## config.mk

```make
export PLATFORM = sky130hd
export DESIGN_NAME = y_seq_mult
export DESIGN_NICKNAME = d
export VERILOG_FILES = /design/src/rtl/y_seq_mult.sv
export SDC_FILE = /design/constraint.sdc
export NUM_CORES = 1
export LEC_CHECK = 0
export CAP_MARGIN = 20
export CORE_ASPECT_RATIO = 0.75
export CORE_MARGIN = 10
export CORE_UTILIZATION = 52
export DETAILED_ROUTE_END_ITERATION = 6
export PLACE_DENSITY = 0.74
export SLEW_MARGIN = 20
export SYNTH_ARGS = -nofsm -noshare
export SYNTH_HDL_FRONTEND = slang
export SYNTH_SLANG_ARGS = --single-unit
```

## constraint.sdc

```tcl
create_clock -name clk -period 4.4 [get_ports clk]
set_input_delay 0.88 -clock clk [delete_from_list [all_inputs] [get_ports clk]]
set_output_delay 0.88 -clock clk [all_outputs]
set_load 0.03 [all_outputs]
```

## src/rtl/y_seq_mult.sv

```systemverilog
// ---------------------------------------------------------------------------
// y_seq_mult -- multi-cycle unsigned shift-add multiplier.
//
// Performs one conditional add-and-shift per clock into a double-width
// accumulator and returns a 2*WIDTH-bit product. It consumes operands from the
// datapath adder stage and reports back to the controller with start/busy/done.
//
// Optional feature macro: MULT_EARLY_EXIT_EN
//   undefined : every operation takes exactly WIDTH steps.
//   defined   : RUN also ends on the step that leaves no set multiplier bits,
//               so the step count is (index of highest set bit of b)+1, or 1 if
//               b==0. The product is identical in both builds.
//
// Ports
//   clk       in   1         rising-edge clock
//   resetn    in   1         asynchronous active-low reset
//   start     in   1         operation request (sampled in IDLE or DONE only)
//   a         in   WIDTH     multiplicand, captured when start is accepted
//   b         in   WIDTH     multiplier, captured when start is accepted
//   busy      out  1         high while an operation is running
//   done      out  1         one-cycle pulse, product valid
//   product   out  2*WIDTH   last completed result, held until next completion
//   dbg_state out  2         current FSM state, for checkers
//
// Handshake: start is accepted on any rising edge where busy is low (IDLE or
// DONE); a/b are captured on that same edge. While busy is high, start is
// ignored. done is high for exactly one cycle after the completion edge, and
// product is updated only on that edge. Holding start high through DONE
// launches the next operation back-to-back without an IDLE cycle.
// ---------------------------------------------------------------------------
module y_seq_mult #(
  parameter int WIDTH = 32
) (
  input  logic                 clk,
  input  logic                 resetn,
  input  logic                 start,
  input  logic [WIDTH-1:0]     a,
  input  logic [WIDTH-1:0]     b,
  output logic                 busy,
  output logic                 done,
  output logic [2*WIDTH-1:0]   product,
  output logic [1:0]           dbg_state
);

  localparam int CW = $clog2(WIDTH) + 1;

  localparam logic [1:0] IDLE = 2'd0;
  localparam logic [1:0] RUN  = 2'd1;
  localparam logic [1:0] DONE = 2'd2;

  // Count value seen during the final step of a full-length operation.
  localparam logic [CW-1:0] LAST_CNT = CW'(WIDTH - 1);

  logic [1:0]           state;
  logic [2*WIDTH-1:0]   acc;
  logic [2*WIDTH-1:0]   mcand;
  logic [WIDTH-1:0]     mplr;
  logic [CW-1:0]        cnt;

  logic [2*WIDTH-1:0]   addend;
  logic [2*WIDTH-1:0]   next_acc;
  logic                 last_step;

  // Accumulator value after the current RUN step; also the final product
  // when this is the last step.
  always_comb begin
    addend   = mplr[0] ? mcand : '0;
    next_acc = acc + addend;
  end

`ifdef MULT_EARLY_EXIT_EN
  // Stop once the shifted multiplier would have no bits left to add.
  always_comb begin
    last_step = (cnt == LAST_CNT) || (mplr[WIDTH-1:1] == '0);
  end
`else
  always_comb begin
    last_step = (cnt == LAST_CNT);
  end
`endif

  always_ff @(posedge clk or negedge resetn) begin
    if (!resetn) begin
      state   <= IDLE;
      busy    <= 1'b0;
      done    <= 1'b0;
      product <= '0;
      acc     <= '0;
      mcand   <= '0;
      mplr    <= '0;
      cnt     <= '0;
    end else begin
      case (state)
        IDLE, DONE: begin
          done <= 1'b0;
          if (start) begin
            acc   <= '0;
            mcand <= {{WIDTH{1'b0}}, a};
            mplr  <= b;
            cnt   <= '0;
            busy  <= 1'b1;
            state <= RUN;
          end else begin
            busy  <= 1'b0;
            state <= IDLE;
          end
        end
        RUN: begin
          acc   <= next_acc;
          mcand <= mcand << 1;
          mplr  <= mplr >> 1;
          cnt   <= cnt + 1'b1;
          if (last_step) begin
            product <= next_acc;
            busy    <= 1'b0;
            done    <= 1'b1;
            state   <= DONE;
          end
        end
        default: begin
          busy  <= 1'b0;
          done  <= 1'b0;
          state <= IDLE;
        end
      endcase
    end
  end

  assign dbg_state = state;

endmodule

```

==> results.tsv <==
metric	value	unit
GRT Total Usage	22.00	%
final wirelength	36.02	mm
Post-synth EDFFs	0	
ANT cells	0	
Most used DFF post-synth	dfrtp_1	
MaxCap Viol Count	0	
leading area contributor after synthesis	dfrtp_1	
DRT iter0 DRCs	923	
area grow syn2layout	17.55	%
share of layout cells above drive strength 1	6.347	%
final core occ	62.37	%
Setup WS pre-CTS	0.7599	ns
first-pass GRT wire length	58.90	mm
Max H-tree Level	1	
largest net degree at the start of global routing	119	
Detail Placement HPWL	25.69	mm
Mapped Cells	1454	
CTS tree	done	
fin worst setup slack	0.6138	ns
period utilization	86.05	%
GPL Wtd Cong	0.9323	
ANT nets after route	0	
final hold vios	0	
Chip Height	158.4	um
skew final	0.01638	ns
most repeated library cell on the critical path	a31oi_1	
status	finished with violations	
Worst slew margin	26.59	%
Core Footprint	25020	um^2
crit path DAT	4.21	ns
maximum vdd drop	0.3152	mV
Yosys Warn Count	0	
Worst Max-Slew Pin Slew	1.101	ns
failing checks	DRC	
initial antenna violation count	1	
Hold Crit Class	input port to async pin	
highest clock rate	264.1	MHz
met1 usage	32.89	%
port buffer count	134	
Finished Layout Cells	1882	
Final Setup Violations	0	
post-synthesis cell area	13280	um^2
Layout Nets	1659	
Synth cell types	75	
crit end category	register	
chip width	204.5	um
crit path max fanout	30	
Longest Clk Path Bufs	3	
max-slew violation count	0	
Syn Area/Cell	9.132	um^2
FF+latch count, synth	232	
met3 Use GR	4.773	%
CP top delay family	compound AO/OA/AOI/OAI gates	
register area share after synthesis	43.72	%
RSZ-0062 raised after global routing	false	
Starting Density	53.06	%
placed cell count	1839	
CTS sink cnt	232	
leak pwr	7.140	nW
post-layout min period	3.786	ns
Wirelength per Cell	19.14	um
FP Rows	50	
CP max stage cell	o41ai_2	
Async S/R FF share, synth	100.0	%
Area contributors post-synth	dfrtp_1 44%, nand2_1 8.9%, ha_1 6.0%, a22o_1 5.7%, a22oi_1 3.6%	
overall die area	32390	um^2
Reg clk slew, reported paths	0.06	ns
gr ovfl total	0	
Worst-Skew Late Latency	0.54	ns
syn nets	1586	
Layout fillers	2103	
crit start category	register	
Bufs and invs on worst path	1	
number of remaining DRC errors	9	
Clock Tree Root	clkbuf_16	
Post-CTS Setup Inserts	0	
max incr delay on CP	0.55	ns
via count	11310	
post-synth top area share	43.72	%
crit path kind	register to register	
worst-path cell chain	buf_4 > and2_1 > ha_1 > and4_4 > o2bb2ai_1 > a31oi_1 > a2111oi_4 > nor2_2 > o41ai_2 > a31oi_1 > xnor2_1 > mux2_2	
# IOs	135	
number of global-route vias before repair	10850	
Num CTS Buffers	24	
Hold Buf Count CTS	0	
TNS Setup	0	ns
post_cts resized	0	
GR Layer Usage met2	31.73	%
router iterations before antenna repair	7	
vias per cell	6.010	
busiest grt layer	met1	
Tot Pwr	11.39	mW
Critical Path RT	4.82	ns
Pwr Density	730.0	nW/um^2
==> per-stage QoR <==
stage	instance area (um^2)	hold slack, ns
finish	15610	0.2886
global route	15610	0.3253
global placement	14790	0.4564
floorplan	13280	0.4450
detailed placement	14790	0.4621
CTS	15610	0.3044
==> kinds of logic after synthesis <==
group / Yosys count / share of synthesized area [%]
XOR/XNOR: 53 / 3.496
flip-flops: 232 / 43.72
multiplexers: 19 / 1.593
AND/OR/NAND/NOR: 553 / 19.08
adder cells (fa/ha/maj): 65 / 6.182
buffers and inverters: 112 / 3.392
AO/OA/AOI/OAI: 420 / 22.53
==> where the power goes <==
part           internal, mW  total (mW)  switching (mW)
registers              3.01        3.59           0.581
logic                  2.33        5.67            3.35
clock network          1.24        2.13           0.890
==> registers in the layout, indices dropped and copies added, names as in the netlist <==
register and flops:
acc 64, mcand 64, product 64, mplr 32
cnt 6, dbg_state 1, done 1
==> synthesized netlist by cell type (all sizes together), types with 7 or more instances <==
master	instances
a21oi	84
o21a	7
mux2	17
ha	64
o21bai	10
a211oi	8
a22oi	64
a22o	86
xnor2	34
o31ai	8
nand3	21
buf	17
a31oi	18
nand2b	7
nor2	54
and2	67
nor3	16
nor4	7
a211o	8
o21ai	58
or3	7
clkbuf	82
inv	13
nand4	33
o211ai	13
a21o	26
xor2	19
nand2	316
dfrtp	232
==> path summary, 6_finish.rpt <==
kind | slack, ns | startpoint | cells past startpoint | end
worst min register to register | 0.47 | product[23]$_DFFE_PN0P_ | 2 | product[23]$_DFFE_PN0P_
max in group asynchronous | 3.16 | resetn | 2 | mcand[2]$_DFFE_PN0P_
worst max-delay path | 0.61 | mplr[0]$_DFFE_PN0P_ | 12 | product[59]$_DFFE_PN0P_
worst min-delay path | 0.29 | resetn | 1 | mcand[20]$_DFFE_PN0P_
worst max register to register | 0.61 | mplr[0]$_DFFE_PN0P_ | 12 | product[59]$_DFFE_PN0P_
min in group clk | 0.47 | product[23]$_DFFE_PN0P_ | 2 | product[23]$_DFFE_PN0P_
==> layer usage <==
layer,wire [um],part of all wire [%]
met1,17560,49
met2,14900,41
met3,2846,7.9
met4,707,2.0
met5,13,0.036
==> cell usage in the layout (no fill, tap or decap), types with 8 or more instances in the layout <==
| cell type | count |
|---|---|
| xnor2_1 | 34 |
| nor3_1 | 16 |
| nand4_1 | 32 |
| ha_1 | 64 |
| clkbuf_16 | 24 |
| a22oi_1 | 64 |
| a21oi_1 | 81 |
| o21ai_0 | 52 |
| mux2_2 | 17 |
| a211o_1 | 8 |
| dfrtp_1 | 232 |
| o21bai_1 | 10 |
| nand2_1 | 315 |
| buf_4 | 10 |
| nor2_1 | 52 |
| xor2_1 | 19 |
| clkdlybuf4s50_1 | 133 |
| nand3_1 | 20 |
| o211ai_1 | 13 |
| and2_1 | 67 |
| inv_1 | 12 |
| a22o_1 | 86 |
| a31oi_1 | 18 |
| o31ai_1 | 8 |
| a21o_1 | 25 |
==> layout make-up <==
class | instances | area, um^2 | area share (%)
flip-flops and latches | 232 | 5806 | 37.20
multi-input cells | 1110 | 7049 | 45.17
clock buffers | 29 | 649.4 | 4.161
repair buffers | 146 | 1461 | 9.363
clock inverters | 14 | 170.2 | 1.090
inverters | 13 | 48.80 | 0.3126
well taps | 338 | 422.9 | 2.710
No activity file was read; power rests on OpenSTA's default activity.
